`config.mk`:
```
export PLATFORM = sky130hd
export DESIGN_NAME = ads_frame_packer
export DESIGN_NICKNAME = d
export VERILOG_FILES = /design/src/rtl/ads_frame_packer.sv
export SDC_FILE = /design/constraint.sdc
export NUM_CORES = 2
export LEC_CHECK = 0
export CAP_MARGIN = 30
export CELL_PAD_IN_SITES_DETAIL_PLACEMENT = 2
export CELL_PAD_IN_SITES_GLOBAL_PLACEMENT = 2
export CORE_ASPECT_RATIO = 0.75
export CORE_MARGIN = 8
export CORE_UTILIZATION = 49
export DETAILED_ROUTE_END_ITERATION = 12
export PLACE_DENSITY = 0.78
export SLEW_MARGIN = 20
export SYNTH_ARGS = -nofsm -noshare
export SYNTH_HDL_FRONTEND = slang
export SYNTH_SLANG_ARGS = --single-unit
```
`constraint.sdc`:
```
create_clock -name sys_clk -period 13.6 [get_ports sys_clk]
set_input_delay 2.04 -clock sys_clk [delete_from_list [all_inputs] [get_ports sys_clk]]
set_output_delay 2.04 -clock sys_clk [all_outputs]
set_load 0.01 [all_outputs]
```
`src/rtl/ads_frame_packer.sv`:
```
// Packs framed 16-bit ADS8568 samples into 64-bit beats and writes each whole frame as one AXI4 INCR burst.
// Optional ADS_PACK_TIMESTAMP_EN prefixes every burst with a {seq, ts} header beat.
module ads_frame_packer #(
  parameter int unsigned SAMPLES_PER_FRAME = 16,
  parameter int unsigned FIFO_DEPTH = 16,
  parameter int unsigned C_AXI_ID_WIDTH = 4,
  parameter int unsigned C_AXI_ADDR_WIDTH = 32,
  parameter logic [C_AXI_ADDR_WIDTH-1:0] C_ADDR_AD2ETH = '0,
  parameter int unsigned ADDR_WRAP_FRAMES = 4
) (
  input  logic                        sys_clk,
  input  logic                        sys_rst_n,
  input  logic                        smp_valid,
  input  logic [15:0]                 smp_data,
  input  logic                        smp_last,
  input  logic                        maxi_wready,
  output logic [C_AXI_ID_WIDTH-1:0]   maxi_wid,
  output logic [C_AXI_ADDR_WIDTH-1:0] maxi_waddr,
  output logic [7:0]                  maxi_wlen,
  output logic [2:0]                  maxi_wsize,
  output logic [1:0]                  maxi_wburst,
  output logic                        maxi_wvalid,
  input  logic                        maxi_wd_wready,
  output logic [63:0]                 maxi_wd_wdata,
  output logic [7:0]                  maxi_wd_wstrb,
  output logic                        maxi_wd_wlast,
  output logic                        maxi_wd_wvalid,
  input  logic [1:0]                  maxi_wb_bresp,
  input  logic                        maxi_wb_bvalid,
  output logic                        maxi_wb_bready,
  output logic [15:0]                 drop_cnt,
  output logic [15:0]                 err_cnt
);
  localparam int unsigned BEATS = SAMPLES_PER_FRAME / 4;
  localparam int unsigned FA = $clog2(FIFO_DEPTH);
  localparam int unsigned PW = FA + 1;
  localparam int unsigned IW = $clog2(SAMPLES_PER_FRAME);
  localparam int unsigned SW = (ADDR_WRAP_FRAMES > 1) ? $clog2(ADDR_WRAP_FRAMES) : 1;
  localparam int unsigned AW = C_AXI_ADDR_WIDTH;
`ifdef ADS_PACK_TIMESTAMP_EN
  localparam int unsigned HDR = 1;
`else
  localparam int unsigned HDR = 0;
`endif
  localparam int unsigned BURST = BEATS + HDR;
  localparam int unsigned STRIDE = BURST * 8;
  localparam logic [IW-1:0] LAST_IDX = IW'(SAMPLES_PER_FRAME - 1);

  typedef enum logic [1:0] {IN_RX, IN_DROP, IN_SKIP} in_state_t;
  typedef enum logic [1:0] {WR_IDLE, WR_AW, WR_W, WR_B} wr_state_t;

  in_state_t in_state, in_next;
  wr_state_t wr_state, wr_next;

  logic [63:0]   mem [FIFO_DEPTH];
  logic [IW-1:0] idx;
  logic [15:0]   lane0, lane1, lane2;
  logic [PW-1:0] wptr_spec, wptr_commit, rptr, rptr_n, frames_ready, used;
  logic [PW:0]   free;
  logic          no_room, accept, commit, bad, drop_done, beat_wr;
  logic          b_done, b_err, data_hs;
  logic [16:0]   err_sum;
  logic [SW-1:0] slot, slot_n;
  logic [7:0]    beat, beat_n;
  logic          aw_valid_n, wd_valid_n, wd_last_n, bready_n;
  logic [AW-1:0] waddr_n;
  logic [63:0]   wd_data_n;

  assign maxi_wid      = '0;
  assign maxi_wlen     = 8'(BURST - 1);
  assign maxi_wsize    = 3'b011;
  assign maxi_wburst   = 2'b01;
  assign maxi_wd_wstrb = 8'hFF;

  // Space check counts only the read pointer so a draining frame frees room beat by beat.
  assign used    = wptr_spec - rptr;
  assign free    = (PW+1)'(FIFO_DEPTH) - {1'b0, used};
  assign no_room = free < (PW+1)'(BEATS);
  assign beat_wr = accept && (idx[1:0] == 2'd3);
  assign err_sum = {1'b0, err_cnt} + 17'(bad) + 17'(b_err);

  // Input framing: admit, drop or discard whole frames.
  always_comb begin
    in_next   = in_state;
    accept    = 1'b0;
    commit    = 1'b0;
    bad       = 1'b0;
    drop_done = 1'b0;
    if (smp_valid) begin
      case (in_state)
        IN_RX: begin
          if (idx == '0 && no_room) begin
            if (smp_last) drop_done = 1'b1;
            else          in_next   = IN_DROP;
          end else begin
            accept = 1'b1;
            if (smp_last) begin
              if (idx == LAST_IDX) commit = 1'b1;
              else                 bad    = 1'b1;
            end else if (idx == LAST_IDX) begin
              bad     = 1'b1;
              in_next = IN_SKIP;
            end
          end
        end
        IN_DROP: if (smp_last) begin
          drop_done = 1'b1;
          in_next   = IN_RX;
        end
        IN_SKIP: if (smp_last) in_next = IN_RX;
        default: in_next = IN_RX;
      endcase
    end
  end

  always_ff @(posedge sys_clk) begin
    if (beat_wr) mem[wptr_spec[FA-1:0]] <= {smp_data, lane2, lane1, lane0};
  end

  always_ff @(posedge sys_clk or negedge sys_rst_n) begin
    if (!sys_rst_n) begin
      in_state     <= IN_RX;
      idx          <= '0;
      lane0        <= '0;
      lane1        <= '0;
      lane2        <= '0;
      wptr_spec    <= '0;
      wptr_commit  <= '0;
      frames_ready <= '0;
      drop_cnt     <= '0;
      err_cnt      <= '0;
    end else begin
      in_state <= in_next;
      if (accept) begin
        idx <= (smp_last || idx == LAST_IDX) ? '0 : idx + IW'(1);
        case (idx[1:0])
          2'd0:    lane0 <= smp_data;
          2'd1:    lane1 <= smp_data;
          2'd2:    lane2 <= smp_data;
          default: ;
        endcase
      end
      if (bad)          wptr_spec <= wptr_commit;
      else if (beat_wr) wptr_spec <= wptr_spec + PW'(1);
      if (commit) wptr_commit <= wptr_spec + PW'(1);
      frames_ready <= frames_ready + PW'(commit) - PW'(b_done);
      if (drop_done && drop_cnt != 16'hFFFF) drop_cnt <= drop_cnt + 16'd1;
      err_cnt <= err_sum[16] ? 16'hFFFF : err_sum[15:0];
    end
  end

`ifdef ADS_PACK_TIMESTAMP_EN
  // Per-frame header side FIFO, filled at commit and consumed when a burst completes.
  logic [47:0]   ts_cnt;
  logic [15:0]   seq;
  logic [63:0]   ts_mem [ADDR_WRAP_FRAMES];
  logic [SW-1:0] ts_wptr, ts_rptr;

  always_ff @(posedge sys_clk) begin
    if (commit) ts_mem[ts_wptr] <= {seq, ts_cnt};
  end

  always_ff @(posedge sys_clk or negedge sys_rst_n) begin
    if (!sys_rst_n) begin
      ts_cnt  <= '0;
      seq     <= '0;
      ts_wptr <= '0;
      ts_rptr <= '0;
    end else begin
      ts_cnt <= ts_cnt + 48'd1;
      if (commit) begin
        seq     <= seq + 16'd1;
        ts_wptr <= (ts_wptr == SW'(ADDR_WRAP_FRAMES - 1)) ? '0 : ts_wptr + SW'(1);
      end
      if (b_done) ts_rptr <= (ts_rptr == SW'(ADDR_WRAP_FRAMES - 1)) ? '0 : ts_rptr + SW'(1);
    end
  end
  assign data_hs = (beat != 8'd0);
`else
  assign data_hs = 1'b1;
`endif

  // Write FSM: next state and next values of every registered AXI output.
  always_comb begin
    wr_next    = wr_state;
    aw_valid_n = maxi_wvalid;
    waddr_n    = maxi_waddr;
    wd_valid_n = maxi_wd_wvalid;
    wd_last_n  = maxi_wd_wlast;
    wd_data_n  = maxi_wd_wdata;
    bready_n   = maxi_wb_bready;
    rptr_n     = rptr;
    beat_n     = beat;
    slot_n     = slot;
    b_done     = 1'b0;
    b_err      = 1'b0;
    case (wr_state)
      WR_IDLE: if (frames_ready != '0) begin
        wr_next    = WR_AW;
        aw_valid_n = 1'b1;
        waddr_n    = C_ADDR_AD2ETH + AW'(slot) * AW'(STRIDE);
      end
      WR_AW: if (maxi_wready) begin
        wr_next    = WR_W;
        aw_valid_n = 1'b0;
        wd_valid_n = 1'b1;
        wd_last_n  = (BURST == 1);
        beat_n     = '0;
`ifdef ADS_PACK_TIMESTAMP_EN
        wd_data_n  = ts_mem[ts_rptr];
`else
        wd_data_n  = mem[rptr[FA-1:0]];
`endif
      end
      WR_W: if (maxi_wd_wready) begin
        rptr_n = rptr + PW'(data_hs);
        if (beat == 8'(BURST - 1)) begin
          wr_next    = WR_B;
          wd_valid_n = 1'b0;
          wd_last_n  = 1'b0;
          bready_n   = 1'b1;
        end else begin
          beat_n    = beat + 8'd1;
          wd_last_n = (beat + 8'd1 == 8'(BURST - 1));
          wd_data_n = mem[rptr_n[FA-1:0]];
        end
      end
      WR_B: if (maxi_wb_bvalid) begin
        wr_next  = WR_IDLE;
        bready_n = 1'b0;
        b_done   = 1'b1;
        b_err    = (maxi_wb_bresp != 2'b00);
        slot_n   = (slot == SW'(ADDR_WRAP_FRAMES - 1)) ? '0 : slot + SW'(1);
      end
      default: wr_next = WR_IDLE;
    endcase
  end

  always_ff @(posedge sys_clk or negedge sys_rst_n) begin
    if (!sys_rst_n) begin
      wr_state       <= WR_IDLE;
      maxi_wvalid    <= 1'b0;
      maxi_waddr     <= '0;
      maxi_wd_wvalid <= 1'b0;
      maxi_wd_wlast  <= 1'b0;
      maxi_wd_wdata  <= '0;
      maxi_wb_bready <= 1'b0;
      rptr           <= '0;
      beat           <= '0;
      slot           <= '0;
    end else begin
      wr_state       <= wr_next;
      maxi_wvalid    <= aw_valid_n;
      maxi_waddr     <= waddr_n;
      maxi_wd_wvalid <= wd_valid_n;
      maxi_wd_wlast  <= wd_last_n;
      maxi_wd_wdata  <= wd_data_n;
      maxi_wb_bready <= bready_n;
      rptr           <= rptr_n;
      beat           <= beat_n;
      slot           <= slot_n;
    end
  end
endmodule

```
==> metrics.txt <==
MaxCap Viol Count=0; initial core utilization=0.491; Die Area=124000 µm²; CTS sink cnt=roughly 1200; Min Hold Slack=0.510 ns; share of the synthesized area in the top cell type=0.554; HPWL after detailed placement=between 90000 and 100000 µm; clk root buf=clkbuf_16; GPL Wtd Cong=0.810; die width=405 µm; Post-synth EDFFs=~1000; Syn-to-layout area delta=13.3%; Avg Cell Area, Syn=19.9 µm²; port buffer count=126; sequential fraction of the synthesis area=0.638; Critical Path Source Type=register; Slew Viols, Final=0; Remaining Overflow, GRT=0; Yosys top cell by area=edfxtp_1; register bit total from synthesis=1212; Leak Pwr=around 21 nW; fin crit share=0.423; H-tree levels=3; nets@finish=2980; largest net degree at the start of global routing=145; Crit Path Max Fanout=33; Site Rows=107; CTS resizes=0; RSZ-0062 raised after global routing=no; vias per inst=6.79; clk buf depth=3; TritonCTS clock tree=yes; Hold WC Path Type=register to register; Cell Pwr Density=234 nW/µm²; Routed Antenna Nets=0; post-layout util=0.557; most frequent cells in the layout=edfxtp_1 (1024), mux4_2 (576), dfrtp_1 (185), a211oi_1 (128), clkdlybuf4s50_1 (124); critical path type=register to register; status=finished, final reports clean; Top Ports=182; Hold-fix buffers, CTS=0; setup_tns=0 ns; slew margin rel.=0.302; Worst Tran Pin Value=1.05 ns; fin crit period=5.76 ns; DRC Markers=0; required time worst endpoint=~14 ns; Num CTS Buffers=119; Crit path largest cell delay=slightly above 0.6 ns; ranking of synthesized cells by area=edfxtp_1 (55%), mux4_2 (23%), dfrtp_1 (8.5%); setup violators final=0; FMAX=around 170 MHz; Synth warnings=0; Post-Syn Area=55500 µm²; Slowest cell on crit path=or3_1; # Post-CTS Setup Buffers=0; share of post-route cells with drive strength above 1=0.311; drt total wl=170000 µm; Die Height=308 µm; commonest non-fill, non-tap cell in the layout=edfxtp_1; clk_lat worst skew=0.75 ns; GRT Total Usage=0.273; vias in the first global route=34487; first-pass GRT wire length=249000 µm; Cell Chain, Critical Path=inv_6 > ha_1 > and3b_1 > o21ai_0 > a2111oi_4 > o21ai_2 > nand2_1 > nor2_1 > fa_1 > ha_1 > and3_1 > nand4_1 > or3_1 > nand2_1; drt first pass iters=6; Distinct cells, synth=63; async set-reset flop share out of synthesis=0.155; Post-Route Skew=0.0409 ns; final hold violation count=0; worst vdd ir=0.276 mV; top_reg_cell synth=edfxtp_1; initial antenna violation count=6; Core Region=113000 µm²; Syn Inst Count=2795; DR vias=30934; Reg clk slew, reported paths=~0.06 ns; Iter 0 DRT Violations=3352; Worst EP arrival=6.40 ns; Wirelength per Cell=37.4 µm; CP Capture Type=register
==> layout make-up <==
cell class	count	area, µm²
tap	1526	1910
sequential	1212	35500
antenna	3	7.51
multi-input combinational	1350	19000
fill	9352	50100
inverter	28	110
timing repair buffer	208	2290
clock buffer	158	3270
clock inverter	70	840
==> cell families (layout without fill, tap and decap cells) <==
group | after synthesis | in the layout | synth area share
buf+inv | 286 | 464 | 0.0249
other cells | 2 | 58 | 0.000135
flops | 1212 | 1212 | 0.638
xor+xnor | 41 | 41 | 0.00647
mux | 704 | 704 | 0.259
fa+ha+maj | 36 | 36 | 0.00852
compound gates | 259 | 259 | 0.0369
simple gates | 255 | 255 | 0.0260
==> where the power goes <==
| part | internal [W] | switching (W) | total, W |
|---|---|---|---|
| registers | 0.00464 | 0.000631 | 0.00527 |
| logic | 0.00289 | 0.00305 | 0.00594 |
| clock network | 0.00202 | 0.00150 | 0.00351 |
==> per-stage QoR <==
step / area (µm²) / power [W] / worst slack [ns] / std cells
final: 62900 / 0.0147 / 7.84 / 4555
after global routing: 62900 / 0.0153 / 7.46 / 4554
after CTS: 62600 / 0.0147 / 7.81 / 4539
after detailed placement: 58500 / 0.0111 / 7.77 / 4311
after global placement: 58300 / 0.0108 / 7.93 / 4301
after floorplan: 55700 / 0.00925 / 3.36 / 2848
==> synth_stat cells (all sizes together), types with 3 or more instances <==
cell,number
a211oi,128
a21o,3
a21oi,15
a221o,64
a31oi,6
and2,5
and3,14
and4,9
buf,150
clkbuf,108
dfrtp,188
edfxtp,1024
fa,3
ha,33
inv,28
mux2,59
mux2i,69
mux4,576
nand2,47
nand2b,8
nand3,33
nand4,14
nor2,23
nor2b,71
nor3,8
nor4,4
nor4b,5
o21ai,21
o22ai,3
o2bb2ai,3
or3,4
xnor2,28
xor2,13
==> registers in the layout, summed over array words and instances, names as in the netlist <==
register,flops
mem,1024
maxi_wd_wdata,64
drop_cnt,16
err_cnt,16
lane0,16
lane1,16
lane2,16
beat,8
frames_ready,5
rptr,5
wptr_commit,5
wptr_spec,5
idx,4
in_state,2
maxi_waddr,2
slot,2
wr_state,2
maxi_wb_bready,1
maxi_wd_wlast,1
maxi_wd_wvalid,1
maxi_wvalid,1
==> per-layer routing <==
layer | GRT usage | vias up | share of wire
met5 | 0 | - | 0
met4 | 0.0835 | 0 | 0.028
met3 | 0.0497 | 285 | 0.070
met2 | 0.464 | 1431 | 0.51
met1 | 0.363 | 17136 | 0.39
li1 | - | 12082 | -
==> worst max-delay path: cells and delay by family (launching register included) <==
kind                     cells  cell delay, ns
adder cells (fa/ha/maj)      3            0.90
AO/OA/AOI/OAI                3            1.33
flip-flops                   1            0.50
AND/OR/NAND/NOR              7            2.39
buffers and inverters        1            0.52
==> path summary, 6_finish.rpt <==
check                      cells past startpoint  startpoint               end  slack, ns
max reg2reg                                   14     rptr[2]       err_cnt[13]       7.84
min reg2reg                                    1     rptr[4]           rptr[4]       0.51
min                                            1     rptr[4]           rptr[4]       0.51
max in group asynchronous                      3   sys_rst_n           rptr[3]      10.75
max                                           14     rptr[2]       err_cnt[13]       7.84
min in group asynchronous                      1   sys_rst_n  maxi_wd_wdata[5]       1.37
Note: power is estimated with default switching activity, not from simulation.
==> edit (same settings) <==
The parameter `FIFO_DEPTH` goes from 16 to 8.
--- a/src/rtl/ads_frame_packer.sv
+++ b/src/rtl/ads_frame_packer.sv
@@ -2,7 +2,7 @@
 // Optional ADS_PACK_TIMESTAMP_EN prefixes every burst with a {seq, ts} header beat.
 module ads_frame_packer #(
   parameter int unsigned SAMPLES_PER_FRAME = 16,
-  parameter int unsigned FIFO_DEPTH = 16,
+  parameter int unsigned FIFO_DEPTH = 8,
   parameter int unsigned C_AXI_ID_WIDTH = 4,
   parameter int unsigned C_AXI_ADDR_WIDTH = 32,
   parameter logic [C_AXI_ADDR_WIDTH-1:0] C_ADDR_AD2ETH = '0,
Behaviour: no difference found for any inputs over 4 cycles, from zero or initial values and one cycle with sys_rst_n low; that may be too few to reach the edited logic, so the function may still have changed.
==> edit against the unedited design <==
  * Design area is 42% lower
  * Critical path depth is 1 lower
  * Routed wire length is 43% lower
  * Setup slack better by 0.75 ns
  * Die area is 41% lower
  * Total power is 42% lower
  * Synthesized cell count is 25% lower
  * Sequential cell count is 516 lower
  * Area after synthesis is 43% lower
  * Utilization is 0.44 points higher
  * Largest cell class unchanged
  * Critical path type unchanged
==> edit: results (changes against the unedited design) <==
• global-route wire length before repair: 146 mm, -41%
• Global Route met3 Usage: 5.30%, +0.32 points
• top cells by area in the synthesized netlist: edfxtp_1 48%, mux4_2 18%, dfrtp_1 14%
• Endpoint, Worst Hold: maxi_wd_wdata[3]
• switching share of power: 37.9%, +2.8 points
• average wire per cell in the routed design: 31.0 um, -17%
• Post-Place Cells: 3,002, -30%
• number of antenna violations at the first check in global routing: 7, +1
• highest layer used for signal routing: met5
• RR Endpoint: err_cnt[5]
• worst r2r path cells: 13, -1
• clock skew: 0.0251 ns, -0.0158 ns
• actual slew at the worst max-slew pin: 1.05 ns, +0.0000333 ns
• Clock H-tree levels: 3, unchanged
• share of synthesized flip-flops with an asynchronous set or reset: 26.4%, +11 points
• hold path startpoint: maxi_wd_wdata[3]
• ys flop type: edfxtp_1
• RD Place Congestion: 0.762, -5.9%
• r2r startpoint: rptr[0]
• post-layout net count: 2,267, -24%
• Static Leak: 0.0130 uW, -38%
• HPWL Detailed: 57.9 mm, -40%
• Hold Worst Slack: 0.478 ns, -0.0322 ns
• global routing usage on met2: 45.3%, -1.1 points
• number of buffers created by CTS: 71, -40%
• sum of routed wire length over all layers: 97.4 mm, -43%
• total length of routed met3 wires: 5.87 mm, -51%
• routed wire length on met2: 50.1 mm, -43%
• max FFs per register: 512, -50%
• Largest stage delay, worst path: 0.89 ns, +0.28 ns
• compound-cell area share of the yosys netlist: 3.32%, -0.37 points
• number of fill cells: 5,642, -40%
• share of final-layout standard cells stronger than drive strength 1: 21.3%, -9.8 points
• detailed-router iteration count before antenna repair: 5, -1
• most common library cells after synthesis: 512 x edfxtp_1, 434 x nand2_1, 256 x mux4_2
• number of distinct library cell variants in the gate-level netlist after synthesis: 50, -21%
• sequential share of the synthesized area: 62.6%, -1.2 points
• source-to-sink clock delay at the later pin of the worst-skew pair: 0.63 ns, -0.12 ns
• Peak VDD IR: 0.299 mV, +8.4%
• largest driver fanout on the critical path: 40, +21%
• number of violations reported at the end of detailed-routing iteration 0: 1,521, -55%
• Place WS: 8.18 ns, +0.401 ns
• mux cell area share after synthesis: 20.1%, -5.7 points
• run status: complete, no violations
• number of synthesized flops with an enable pin: 512, -50%
• number of global-route vias before repair: 22,000, -36%
• Max stage delay cell, worst path: dfrtp_4
• Total GRT Usage: 26.3%, -1.1 points
• setup slack, reg-to-reg: 8.59 ns, +0.75 ns
• XOR/XNOR share of the synthesized area: 0.988%, +0.34 points
edit: cell types whose count changed after synthesis, sizes merged, moves of 57 or more:
cell / before / now
a221o: 64 / 0
nor2b: 71 / 9
mux4: 576 / 256
nand2: 47 / 437
o21ai: 21 / 161
a211oi: 128 / 1
nand3: 33 / 90
mux2i: 69 / 1
edfxtp: 1024 / 512
edit: layout make-up:
cell class	count	area share, %
Sequential cell	696	55.0
Multi-Input combinational cell	1257	30.8
Clock buffer	95	5.36
Timing Repair Buffer	163	4.70
Tap cell	871	3.00
Clock inverter	36	0.923
Inverter	22	0.227
Antenna cell	1	0.00689
edit: how the worst max path moves through the flow:
stage,to,startpoint,slack (ns)
6_report,err_cnt[5],rptr[0],8.59
5_1_grt,err_cnt[5],rptr[0],8.15
4_1_cts,err_cnt[5],rptr[1],8.32
3_5_place_dp,err_cnt[1],smp_valid,8.18
3_3_place_gp,mem[3][60],smp_valid,8.30
2_1_floorplan,mem[1][0],smp_valid,4.19
edit: critical path, delay by kind of cell (launching register included):
kind / cells / cell delay [ns]
flops: 1 / 0.89
compound gates: 2 / 0.83
xor+xnor: 1 / 0.35
buf+inv: 1 / 0.06
simple gates: 5 / 1.31
fa+ha+maj: 4 / 1.48
edit: power by group through the flow:
stage | registers [uW] | clock network [uW] | logic (uW)
6_report | 3060 | 1950 | 3500
2_1_floorplan | 2970 | 0 | 2270
5_1_grt | 3110 | 2060 | 3770
4_1_cts | 3090 | 1980 | 3490
3_5_place_dp | 3120 | 0 | 3430
3_3_place_gp | 3080 | 0 | 3240
edit: per-stage QoR:
step	total power [uW]	cell area, um^2
2_1_floorplan	5230	32100
3_3_place_gp	6320	33900
3_5_place_dp	6560	33900
4_1_cts	8560	36200
5_1_grt	8940	36300
6_report	8520	36300
